[src/rtl/alu_cmd_sequencer.sv]
// Command front end for an 8-bit ALU: a small operand register file plus an
// IDLE/EXEC/RESP sequencer that drives the ALU and returns results over valid/ready.
module alu_cmd_sequencer #(
  parameter int DATA_W = 8,
  parameter int NREGS  = 4,
  localparam int IDX_W = $clog2(NREGS)
) (
  input  logic              clk,
  input  logic              rst_n,
  input  logic              cmd_valid,
  output logic              cmd_ready,
  input  logic              cmd_load,
  input  logic [2:0]        cmd_op,
  input  logic [IDX_W-1:0]  cmd_rd,
  input  logic [IDX_W-1:0]  cmd_rs1,
  input  logic [IDX_W-1:0]  cmd_rs2,
  input  logic [DATA_W-1:0] cmd_imm,
  output logic [DATA_W-1:0] alu_a_o,
  output logic [DATA_W-1:0] alu_b_o,
  output logic [2:0]        alu_op_o,
  input  logic [DATA_W-1:0] alu_res_i,
  output logic              rsp_valid,
  input  logic              rsp_ready,
  output logic [DATA_W-1:0] rsp_data,
  output logic [IDX_W-1:0]  rsp_rd,
  output logic              busy_o
);

  typedef enum logic [1:0] {
    ST_IDLE = 2'd0,
    ST_EXEC = 2'd1,
    ST_RESP = 2'd2
  } state_e;

  state_e              state_q, state_d;
  logic [DATA_W-1:0]   regs_q [NREGS];
  logic [DATA_W-1:0]   regs_d [NREGS];
  logic [DATA_W-1:0]   alu_a_q, alu_a_d;
  logic [DATA_W-1:0]   alu_b_q, alu_b_d;
  logic [2:0]          alu_op_q, alu_op_d;
  logic [IDX_W-1:0]    rd_q, rd_d;
  logic [DATA_W-1:0]   rsp_data_q, rsp_data_d;
  logic [IDX_W-1:0]    rsp_rd_q, rsp_rd_d;

  // Next-state and datapath update; sources are read at acceptance so rd==rs sees the old value
  always_comb begin
    state_d    = state_q;
    regs_d     = regs_q;
    alu_a_d    = alu_a_q;
    alu_b_d    = alu_b_q;
    alu_op_d   = alu_op_q;
    rd_d       = rd_q;
    rsp_data_d = rsp_data_q;
    rsp_rd_d   = rsp_rd_q;
    case (state_q)
      ST_IDLE: begin
        if (cmd_valid) begin
          if (cmd_load) begin
            regs_d[cmd_rd] = cmd_imm;
            rsp_data_d     = cmd_imm;
            rsp_rd_d       = cmd_rd;
            state_d        = ST_RESP;
          end else begin
            alu_a_d  = regs_q[cmd_rs1];
            alu_b_d  = regs_q[cmd_rs2];
            alu_op_d = cmd_op;
            rd_d     = cmd_rd;
            state_d  = ST_EXEC;
          end
        end else begin
          state_d = ST_IDLE;
        end
      end
      ST_EXEC: begin
        regs_d[rd_q] = alu_res_i;
        rsp_data_d   = alu_res_i;
        rsp_rd_d     = rd_q;
        state_d      = ST_RESP;
      end
      ST_RESP: begin
        if (rsp_ready) begin
          state_d = ST_IDLE;
        end else begin
          state_d = ST_RESP;
        end
      end
      default: begin
        state_d = ST_IDLE;
      end
    endcase
  end

  // State, register file and output registers
  always_ff @(posedge clk or negedge rst_n) begin
    if (!rst_n) begin
      state_q    <= ST_IDLE;
      for (int i = 0; i < NREGS; i++) begin
        regs_q[i] <= {DATA_W{1'b0}};
      end
      alu_a_q    <= {DATA_W{1'b0}};
      alu_b_q    <= {DATA_W{1'b0}};
      alu_op_q   <= 3'b000;
      rd_q       <= {IDX_W{1'b0}};
      rsp_data_q <= {DATA_W{1'b0}};
      rsp_rd_q   <= {IDX_W{1'b0}};
    end else begin
      state_q    <= state_d;
      regs_q     <= regs_d;
      alu_a_q    <= alu_a_d;
      alu_b_q    <= alu_b_d;
      alu_op_q   <= alu_op_d;
      rd_q       <= rd_d;
      rsp_data_q <= rsp_data_d;
      rsp_rd_q   <= rsp_rd_d;
    end
  end

  assign cmd_ready = (state_q == ST_IDLE);
  assign rsp_valid = (state_q == ST_RESP);
  assign busy_o    = (state_q != ST_IDLE);
  assign alu_a_o   = alu_a_q;
  assign alu_b_o   = alu_b_q;
  assign alu_op_o  = alu_op_q;
  assign rsp_data  = rsp_data_q;
  assign rsp_rd    = rsp_rd_q;

endmodule

[config.mk]
export PLATFORM = sky130hd
export DESIGN_NAME = alu_cmd_sequencer
export DESIGN_NICKNAME = d
export VERILOG_FILES = /design/src/rtl/alu_cmd_sequencer.sv
export SDC_FILE = /design/constraint.sdc
export NUM_CORES = 1
export LEC_CHECK = 0
export BUFFER_PORTS_ARGS = -buffer_cell sky130_fd_sc_hd__buf_2
export CAP_MARGIN = 10
export CORE_MARGIN = 2
export CORE_UTILIZATION = 39
export DETAILED_ROUTE_END_ITERATION = 8
export GPL_TIMING_DRIVEN = 1
export PLACE_DENSITY = 0.64
export SYNTH_ARGS = -nofsm -noshare
export SYNTH_HDL_FRONTEND = slang
export SYNTH_SLANG_ARGS = --single-unit
[constraint.sdc]
create_clock -name clk -period 2.15 [get_ports clk]
set_input_delay 0.5375 -clock clk [delete_from_list [all_inputs] [get_ports clk]]
set_output_delay 0.5375 -clock clk [all_outputs]
set_load 0.02 [all_outputs]
=== Word-level counts from Yosys, hierarchy flattened ===
Cells that the tools add are included.

* Output and inout port bits: 32
* Bits in registers: 65
* Word-level logic and storage cells: 58
* Memory bits (writable): 0
* Memory bits (read-only): 0
* Latch bits: 0
* Memories: 0
* Bits of input ports: 30

* Bitwise logic cells: 5
* Reductions and logical operators: 7
* Shifts and indexed selects: 0
* Mux-type cells: 25
* $lt $le $gt $ge: 6
* $mul: 0
* Add/subtract/negate cells: 0
* Div/mod/pow operators: 0
* Eq/ne operators: 4

{| class="wikitable"
|+ Operator list
! kind !! number
|-
| $bwmux 32 || 2
|-
| $mux 32 || 2
|-
| $mux 8 || 8
|-
| $pmux 32 s2 || 1
|-
| $bmux 8 s2 || 2
|-
| $demux 8 s2 || 2
|-
| $pmux 8 s2 || 1
|-
| $ge 3x3->1 const B || 4
|-
| $not 2->3 || 4
|-
| $mux 2 || 5
|-
| $lt 3x1->1 const B || 2
|-
| $pmux 2 s3 || 1
|-
| $reduce_and 3->1 || 2
|-
| $pmux 2 s2 || 1
|-
| $reduce_bool 2->1 || 2
|-
| $eq 2x1->1 const B || 1
|-
| $eq 2x2->1 const B || 1
|-
| $logic_and 1x1->1 || 2
|-
| $logic_not 2->1 || 1
|-
| $ne 2x1->1 const B || 1
|-
| $ne 2x2->1 const B || 1
|-
| $not 1->1 || 1
|}

=== Logic depth before layout (Yosys ltp) ===
Gate-level depths: netlist of run 1.

* Depth after elaboration: 9
* Mapped depth: 7
* Depth with buffers taken out: 4

=== Least setup slack after synthesis of run 1 ===
No wires, ideal clock.

* Path type: in2reg
* Start: input port cmd_rs2[0]
* End: register alu_b_q[0] (netlist: alu_b_o[0])
* Setup slack: 264 ps
* Data required time: 2025 ps
* Data arrival time: 1761 ps
* Path buffers: 1
* Cell stages on the path: 3
* Setup time: 125 ps
* Path through: buf_1 -> mux4_2 -> mux2_2

* Cells in the longest elaborated chain, start to end: 4

{| class="wikitable"
|+ RTL lines
! item !! RTL line !! text
|-
| from (decl) || 16 || <nowiki>input logic [IDX_W-1:0] cmd_rs2,</nowiki>
|-
| $not 2->3 (not written as such) || 65 || <nowiki>alu_b_d = regs_q[cmd_rs2];</nowiki>
|-
| $bmux 8 s2 || 65 ||
|-
| $mux 8 (not written as such) (2 in a row) || 65 ||
|-
| to (signal assigned) || 101 || <nowiki>alu_b_q <= {DATA_W{1'b0}};</nowiki>
|-
| to (signal assigned) || 110 || <nowiki>alu_b_q <= alu_b_d;</nowiki>
|-
| to (decl) || 39 || <nowiki>logic [DATA_W-1:0] alu_b_q, alu_b_d;</nowiki>
|}

No other way between the ends. The select of a mux whose other input is x is not followed.
A chain may end at the register's enable or synchronous reset.

=== Final worst setup path of run 1 ===
* Start: register state_q[1]
* End: output port cmd_ready

* Cells in the longest elaborated chain, start to end: 1

{| class="wikitable"
|+ RTL lines
! item !! RTL line !! text
|-
| from (decl) || 35 || <nowiki>state_e state_q, state_d;</nowiki>
|-
| from (signal assigned) || 107 || <nowiki>state_q <= state_d;</nowiki>
|-
| $logic_not 2->1 || 118 || <nowiki>assign cmd_ready = (state_q == ST_IDLE);</nowiki>
|-
| to (decl) || 11 || <nowiki>output logic cmd_ready,</nowiki>
|}

No other way between the ends.

==> metrics.cfg, run 1 <==
[clock_tree]
cts_setup_buffers=0
cts_buffers=9
clk_latency_ps=340
htreeDepth=3
clkSlewWorstSetupHoldPaths_ps=70
cts_hold_buffers=0
cts_root_buf=clkbuf_8
clockBufferDepth=2
postCtsResizedCells=0
cts.sinks=65
cts_tree=done

[routing]
ant_nets=0
vias=2402
drt_iter0_drc=132
routed_wl_um=8117
drc_errors=0
dr.pass1.iters=4
via_per_inst=5.560
wl_per_cell_um=18.79

[synth]
synthXorXnorAreaFrac_pct=0
synthDistinctLibCells=29
netlist_area_um2=3341
netlist.area_leader.share_pct=48.69
synth.avg_cell_area_um2=13.42
synth_fp_nets=279
synth_compound_area_share_pct=12.58
syn_inst=249
synth-simple-area-share_pct=7.491
synthMuxAreaShare_pct=28.65
synth_seq_cells=65
synthAdderAreaFrac_pct=0
ys_warn_count=0
yosys-top-cells-area=dfrtp_1, mux2_2, mux4_2
seq_area_frac_synth_pct=48.69
synth_top_family_by_area=multiplexers
yosysTopAreaCell=dfrtp_1

[sta]
fmax_mhz=531.5
finalHoldViolations=0
tightest_slew_ps=1057
rsz0062_at_grt=false
relSlewSlack_pct=29.00
finalCriticalPeriod_ps=1882
slew_viol_final=0
period_share_pct=87.52
finalClockSkew_ps=6.991
holdWs_ps=201.4
finalSetupTns_ps=0
setup_viol=0

[grt]
grt_usage_pct=19.03
grt_pass1_wl_um=12920
antenna_found_initial=0
grt.overflow.total=0
grt_pass1_vias=2426
grt_max_degree=66

[floorplanning]
start_util_pct=40.45
dieArea_um2=9322
die_y_um=96.55
num_rows=33
coreArea_um2=8258
ios=62
die_x_um=96.55

[power_and_ir_drop]
swShare_pct=33.74
p_comb_share_pct=33.4
powerDensity_nw_per_um2=1081
pwr-share-seq_pct=41.7
power.internal_mw=2.909
switchingPower_mw=1.482
clkPwrFrac_pct=24.8
leakage_nw=1.868
peakVddDrop_uv=378.4

[cells_and_area]
post-route-util_pct=49.20
fin_cells=432
layout-drive-gt1-share_pct=50.76
ff_latch_area_um2=1627
diodes=0
final_nets=352
multiInputGateArea_um2=1639
syn2layout_area_growth_pct=21.61
n_fill_cell=724

[placement]
gp_congestion=0.8019
hpwlAfterDp_um=5671
dp_cells=416
port-buffer-count=61

[setup_path]
critical_path_class=register to output port
worstPathCellList=or2_2 > inv_1 > buf_2
crit_required_ps=1610
crit_arrival_ps=1340
start_kind=register
worstReg2RegEnd=regs_q[29]
reg2reg_slack_ps=290
r2r-start=state_q[0]
rr_worst_depth=4
critPathTopFamily=flip-flops
worst-path-max-fanout=6
crit_start=state_q[1]
end_kind=output port
critPathSlowestCell=dfrtp_1
critical-path-max-stage-delay_ps=430
critPathBufInv=2

[run]
cap_viol_max_count=0

[min_path]
hp-class=input port to async pin

[run_status]
outcome=finished, final reports clean

==> worst max path at each step <==
stage,endpoint,slack (ps),cells past startpoint
finish,cmd_ready,270,3
detailed placement,regs_q[28],180,4
global placement,regs_q[27],220,4
floorplan,alu_b_o[0],260,3
CTS,cmd_ready,260,3
global route,regs_q[28],110,4
==> cell usage after synthesis <==
cell type  count
and3_1         1
a21oi_1        1
o21ai_4        2
inv_1          2
nor2_1        15
or2_2          2
o21ai_0        1
a32o_1         8
o21ai_2        1
a21oi_4        1
mux2_2        48
buf_6          1
mux4_2        16
a31oi_1       10
or3_1          1
nor3b_4        2
clkbuf_1       5
nor3_1         1
nor3b_2        1
buf_2          2
nor2b_1        1
o2bb2ai_1     24
buf_1          3
dfrtp_1       65
nand2b_1       4
buf_4          3
nand2_1       22
mux2_1         5
clkbuf_2       1
==> final cells by class <==
class / instances / area share (%)
sequential: 65 / 40.04
inverter: 2 / 0.1848
timing repair buffer: 77 / 11.09
tap: 105 / 3.234
clock buffer: 14 / 4.250
multi-input combinational: 167 / 40.34
clock inverter: 2 / 0.8623
==> layer usage <==
metal | global-route usage [%] | up-vias | wire, um
met4 | 8.216 | 0 | 187
met2 | 32.35 | 71 | 3986
met5 | 0 | - | 0
li1 | - | 1098 | -
met3 | 3.103 | 19 | 423
met1 | 24.02 | 1214 | 3519
==> cells by family after synthesis <==
group | Yosys count
mux | 69
simple gates | 50
compound gates | 48
flops | 65
buf+inv | 17
==> per-stage QoR <==
step	worst slack (ps)	power, mW	area (um^2)
3_3_place_gp	223.4	3.286	3855
5_1_grt	114.1	4.650	4063
4_1_cts	255.2	4.429	4063
6_report	268.4	4.391	4063
2_1_floorplan	264.1	2.779	3341
3_5_place_dp	183.0	3.338	3855
==> flip-flops by register name, indices dropped and copies added (netlist names) <==
signal and cells:
alu_b_o 8, rsp_data 8, rd_q 2, rsp_rd 2, alu_a_o 8, regs_q 32
state_q 2, alu_op_o 3
==> layout by cell type, fill, tap and decap left out, drive strengths merged, types with 8 or more instances in the layout <==
cell type	n
nor2	15
a31oi	10
mux4	16
nand2	22
dfrtp	65
clkbuf	14
mux2	53
buf	77
a32o	8
o2bb2ai	24
==> power groups by stage <==
| stage | combinational (mW) | sequential (mW) | clock, mW |
|---|---|---|---|
| after global routing | 1.60 | 1.88 | 1.17 |
| after global placement | 1.46 | 1.83 | 0 |
| final | 1.47 | 1.83 | 1.09 |
| after floorplan | 0.727 | 2.05 | 0 |
| after CTS | 1.49 | 1.83 | 1.11 |
| after detailed placement | 1.48 | 1.85 | 0 |
Note: power is estimated with default switching activity, not from simulation.
==> run 2, diff against run 1 <==
Clock period 2.15 ns to 2 ns, I/O delays scaled along.
==> metrics.cfg, run 2 (same netlist as run 1, synthesis figures left out) <==
[clock_tree]
cts_tree=done
cts_buffers=9  ; unchanged
clk_latency_ps=350  ; about the same
cts_root_buf=clkbuf_8
clkSlewWorstSetupHoldPaths_ps=70  ; about the same
cts_setup_buffers=0  ; unchanged
clockBufferDepth=2  ; unchanged
cts.sinks=65  ; unchanged
htreeDepth=3  ; unchanged

[routing]
ant_nets=0  ; unchanged
drc_errors=0  ; unchanged
vias=2421  ; +0.79%
drt_iter0_drc=127  ; -3.8%
wl_per_cell_um=19.10  ; +1.7%
routed_wl_um=8233  ; +1.4%
via_per_inst=5.617  ; +1.0%
dr.pass1.iters=4  ; unchanged

[setup_path]
crit_arrival_ps=2090  ; +750 ps
critPathBufInv=0  ; -2
crit_required_ps=2230  ; +620 ps
critical-path-max-stage-delay_ps=410  ; -20 ps
critical_path_class=register to register
worstPathCellList=nor2b_2 > or3_1 > a21oi_4 > mux2_2
critPathSlowestCell=dfrtp_1
worst-path-max-fanout=8  ; +2
start_kind=register
critPathTopFamily=simple AND/OR/NAND/NOR gates
end_kind=register

[grt]
grt_usage_pct=19.16  ; +0.13 points
grt_pass1_vias=2448  ; +0.91%
antenna_found_initial=0  ; unchanged
grt_pass1_wl_um=12970  ; +0.33%
grt_max_degree=52  ; -21%
grt.overflow.total=0  ; unchanged

[cells_and_area]
layout_common_cells=dfrtp_1, buf_2, mux2_2, o2bb2ai_1, nand2_1
largest_reg_flops=32  ; unchanged
diodes=0  ; unchanged
layout-drive-gt1-share_pct=51.23  ; +0.46 points
top_register=regs_q
fin_cells=431  ; -0.23%
syn2layout_area_growth_pct=21.01
n_fill_cell=761  ; +5.1%
final_nets=352  ; unchanged
layout_commonest_cell=dfrtp_1
post-route-util_pct=48.95  ; -0.24 points

[floorplanning]
die_y_um=96.55  ; unchanged
coreArea_um2=8258  ; unchanged
die_x_um=96.55  ; unchanged
start_util_pct=40.45  ; unchanged
num_rows=33  ; unchanged
dieArea_um2=9322  ; unchanged
ios=62  ; unchanged

[power_and_ir_drop]
powerDensity_nw_per_um2=1136  ; +5.1%
leakage_nw=1.860  ; -0.42%
peakVddDrop_uv=341.4  ; -9.8%

[sta]
finalClockSkew_ps=11.42  ; +4.427 ps
setup_viol=0  ; unchanged
slew_viol_final=0  ; unchanged
tightest_slew_ps=522.6  ; -534.3 ps
period_share_pct=93.03
finalSetupTns_ps=0  ; unchanged
fmax_mhz=537.4
relSlewSlack_pct=65.12  ; +36 points
finalCriticalPeriod_ps=1861
finalHoldViolations=0  ; unchanged
rsz0062_at_grt=false

[placement]
gp_congestion=0.8109  ; +1.1%
dp_cells=416  ; unchanged
port-buffer-count=61  ; unchanged
hpwlAfterDp_um=5819  ; +2.6%

[run_status]
outcome=finished, final reports clean

[run]
cap_viol_max_count=0  ; unchanged

[min_path]
hp-class=input port to async pin

[run 2: cell count changes in the layout (fill, tap and decap cells not counted), sizes merged]
cell	before	now
bufinv	1	0
clkinv	1	3
clkbuf	14	12
[run 2: routing by layer]
layer | up-vias | global-route usage (%) | part of all wire, %
li1 | 1098 | - | -
met1 | 1244 | 23.97 | 43
met2 | 69 | 33.62 | 51
met3 | 10 | 3.801 | 4.9
met4 | 0 | 5.634 | 1.3
met5 | - | 0 | 0
[run 2: what timing repair did]
item,in CTS,in global routing
hold buffers,0,0
setup endpoints to repair,0,8
gates resized for setup,0,1
endpoints found under the hold margin,0,0
[run 2: area by class of cell]
type | count | area [um^2] | area share (%)
inverter | 2 | 7.507 | 0.1857
clock inverter | 3 | 15.01 | 0.3714
sequential | 65 | 1627 | 40.24
tap | 105 | 131.4 | 3.250
multi-input combinational | 167 | 1647 | 40.73
timing repair buffer | 77 | 450.4 | 11.14
clock buffer | 12 | 165.2 | 4.085
[run 2: power breakdown]
group          switching (mW)  leakage (nW)  internal (mW)  total (mW)
combinational           0.848         0.919          0.738        1.59
sequential              0.259         0.843           1.71        1.97
clock                   0.495        0.0980          0.538        1.03
[run 2: path summary, 6_finish.rpt]
path	endpoint	slack [ps]	from	cells past startpoint
max	regs_q[26]	140	state_q[0]	4
min	alu_a_o[7]	60	rst_n	1
max reg2reg	regs_q[26]	140	state_q[0]	4
min reg2reg	alu_b_o[7]	500	alu_b_o[7]	1
max in group asynchronous	alu_a_o[6]	1340	rst_n	2
min in group clk	state_q[1]	350	rsp_ready	2
[run 2: metrics by stage]
step / setup slack (ps) / cell area [um^2] / power [mW] / hold WS (ps)
2_1_floorplan: 151.6 / 3341 / 2.988 / 204.4
3_3_place_gp: 80.40 / 3855 / 3.536 / 430.1
5_1_grt: 23.06 / 4043 / 4.877 / 90.73
3_5_place_dp: 57.16 / 3855 / 3.590 / 435.3
6_report: 139.4 / 4043 / 4.592 / 59.81
4_1_cts: 57.75 / 4035 / 4.625 / 66.68
==> run 3, diff against run 2 <==
Settings changed: BUFFER_PORTS_ARGS -buffer_cell sky130_fd_sc_hd__buf_2 to not set, CORE_UTILIZATION 39 to 45, DONT_BUFFER_PORTS set to 1, PLACE_DENSITY 0.64 to 0.65.
==> metrics.cfg, run 3 (same netlist as run 1, synthesis figures left out) <==
[setup_path]
critPathBufInv=0  ; unchanged
start_kind=register
r2r-start=state_q[0]
crit_arrival_ps=2100  ; about the same
crit_start=state_q[0]
end_kind=register
worst-path-max-fanout=8  ; unchanged
worstPathCellList=nor2b_2 > or3_1 > a21oi_4 > mux2_2
crit_required_ps=2220  ; about the same
critPathTopFamily=simple AND/OR/NAND/NOR gates
critical-path-max-stage-delay_ps=410  ; about the same
reg2reg_slack_ps=120  ; -20 ps
critPathSlowestCell=dfrtp_1
critical_path_class=register to register

[routing]
routed_wl_um=7889  ; -4.2%
wl_per_cell_um=21.79  ; +14%
drc_errors=0  ; unchanged
drt_iter0_drc=164  ; +29%
ant_nets=0  ; unchanged
dr.pass1.iters=4  ; unchanged
via_per_inst=6.097  ; +8.5%
vias=2207  ; -8.8%

[placement]
dpl-instance-area_um2=3515  ; -8.8%
gp_congestion=0.7981  ; -1.6%
port-buffer-count=0  ; -100%
hpwlAfterDp_um=5413  ; -7.0%

[grt]
grt_max_degree=66  ; +27%
grt.overflow.total=0  ; unchanged
grt_pass1_vias=2234  ; -8.7%
antenna_found_initial=0  ; unchanged
grt_usage_pct=20.53  ; +1.4 points
grt_pass1_wl_um=12700  ; -2.0%

[cells_and_area]
syn2layout_area_growth_pct=11.20
layout_common_cells=dfrtp_1, mux2_2, o2bb2ai_1, nand2_1, mux4_2
stdcell_area_um2=3715  ; -8.1%
final_nets=289  ; -18%
layout_commonest_cell=dfrtp_1
n_fill_cell=625  ; -18%
top_register=regs_q
layout-drive-gt1-share_pct=39.54  ; -12 points
largest_reg_flops=32  ; unchanged
post-route-util_pct=51.49  ; +2.5 points
diodes=0  ; unchanged

[floorplanning]
die_y_um=90.16  ; -6.6%
num_rows=31  ; -6.1%
coreArea_um2=7214  ; -13%
start_util_pct=46.31  ; +5.9 points
dieArea_um2=8129  ; -13%
die_x_um=90.16  ; -6.6%
ios=62  ; unchanged

[min_path]
hp-class=input port to async pin

[sta]
relSlewSlack_pct=55.09  ; -10 points
finalClockSkew_ps=7.947  ; -3.471 ps
finalSetupTns_ps=0  ; unchanged
fmax_mhz=530.9  ; -1.2%
finalHoldViolations=65  ; +65
slew_viol_final=0  ; unchanged
finalCriticalPeriod_ps=1884  ; +22.96 ps
holdWs_ps=-144.9  ; -204.7 ps
setup_viol=0  ; unchanged
rsz0062_at_grt=false
period_share_pct=94.18  ; +1.1 points
tightest_slew_ps=670.0  ; +147.5 ps

[clock_tree]
clkSlewWorstSetupHoldPaths_ps=70  ; about the same
htreeDepth=3  ; unchanged
cts.sinks=65  ; unchanged
cts_root_buf=clkbuf_8
cts_tree=done
clockBufferDepth=2  ; unchanged
cts_buffers=9  ; unchanged
clk_latency_ps=330  ; -20 ps
cts_setup_buffers=0  ; unchanged

[run_status]
outcome=complete, but fails checks
violations=negative hold slack

[power_and_ir_drop]
pwr-share-seq_pct=52.4  ; +9.4 points
leakage_nw=1.592  ; -14%
power.internal_mw=2.903  ; -2.9%
powerDensity_nw_per_um2=1172  ; +3.2%
peakVddDrop_uv=421.1  ; +23%
swShare_pct=33.30  ; -1.6 points
power_mw=4.353  ; -5.2%
clkPwrFrac_pct=25.3  ; +2.8 points
p_comb_share_pct=22.3  ; -12 points
switchingPower_mw=1.450  ; -9.5%

[run]
cap_viol_max_count=0  ; unchanged

==> run 3: cell types whose count changed in the layout (fill, tap and decap cells not counted), sizes merged <==
cell and delta:
buf -63, bufinv +1, clkinv -1
==> run 3: through the flow <==
stage          cells  worst slack [ps]
2_1_floorplan    249             151.6
3_3_place_gp     347             85.32
3_5_place_dp     347             76.30
4_1_cts          362             34.51
5_1_grt          362             31.51
6_report         362             116.4
==> run 3: timing repair <==
action,in CTS,in global routing
gates resized for setup,0,1
endpoints found under the setup margin,0,8
hold endpoints to repair,65,65
==> run 3: worst paths after layout <==
path                              endpoint  depth (start not counted)
max in group asynchronous        regs_q[2]                          0
worst min register to register  regs_q[12]                          1
worst min-delay path            state_q[0]                          0
min in group clk                state_q[1]                          1
worst max-delay path            regs_q[30]                          4
worst max register to register  regs_q[30]                          4
==> run 3: worst register-to-register path: cells and delay by family, from the launching register on <==
family,cells,cell delay [ps]
AND/OR/NAND/NOR,2,600
flip-flops,1,410
multiplexers,1,390
AO/OA/AOI/OAI,1,370
==> run 3: power by group through the flow <==
| stage | clock network (mW) | registers, mW | logic (mW) |
|---|---|---|---|
| 6_report | 1.10 | 2.28 | 0.973 |
| 5_1_grt | 1.21 | 2.34 | 1.05 |
| 4_1_cts | 1.14 | 2.28 | 0.979 |
| 3_5_place_dp | 0 | 2.31 | 0.977 |
| 3_3_place_gp | 0 | 2.29 | 0.950 |
| 2_1_floorplan | 0 | 2.21 | 0.781 |
==> run 3: per-layer routing <==
| metal | share of wire (%) | track usage, % |
|---|---|---|
| met2 | 50 | 31.45 |
| met5 | 0 | 0 |
| met3 | 6.7 | 6.454 |
| met1 | 43 | 27.77 |
| met4 | 0.80 | 7.179 |
==> run 3: layout make-up <==
cell class / instances / area, um^2 / share of cell area, %
inverter: 2 / 7.507 / 0.2021
tap: 99 / 123.9 / 3.334
clock inverter: 3 / 40.04 / 1.078
sequential: 65 / 1627 / 43.79
timing repair buffer: 14 / 117.6 / 3.166
multi-input combinational: 167 / 1644 / 44.26
clock buffer: 12 / 155.1 / 4.176
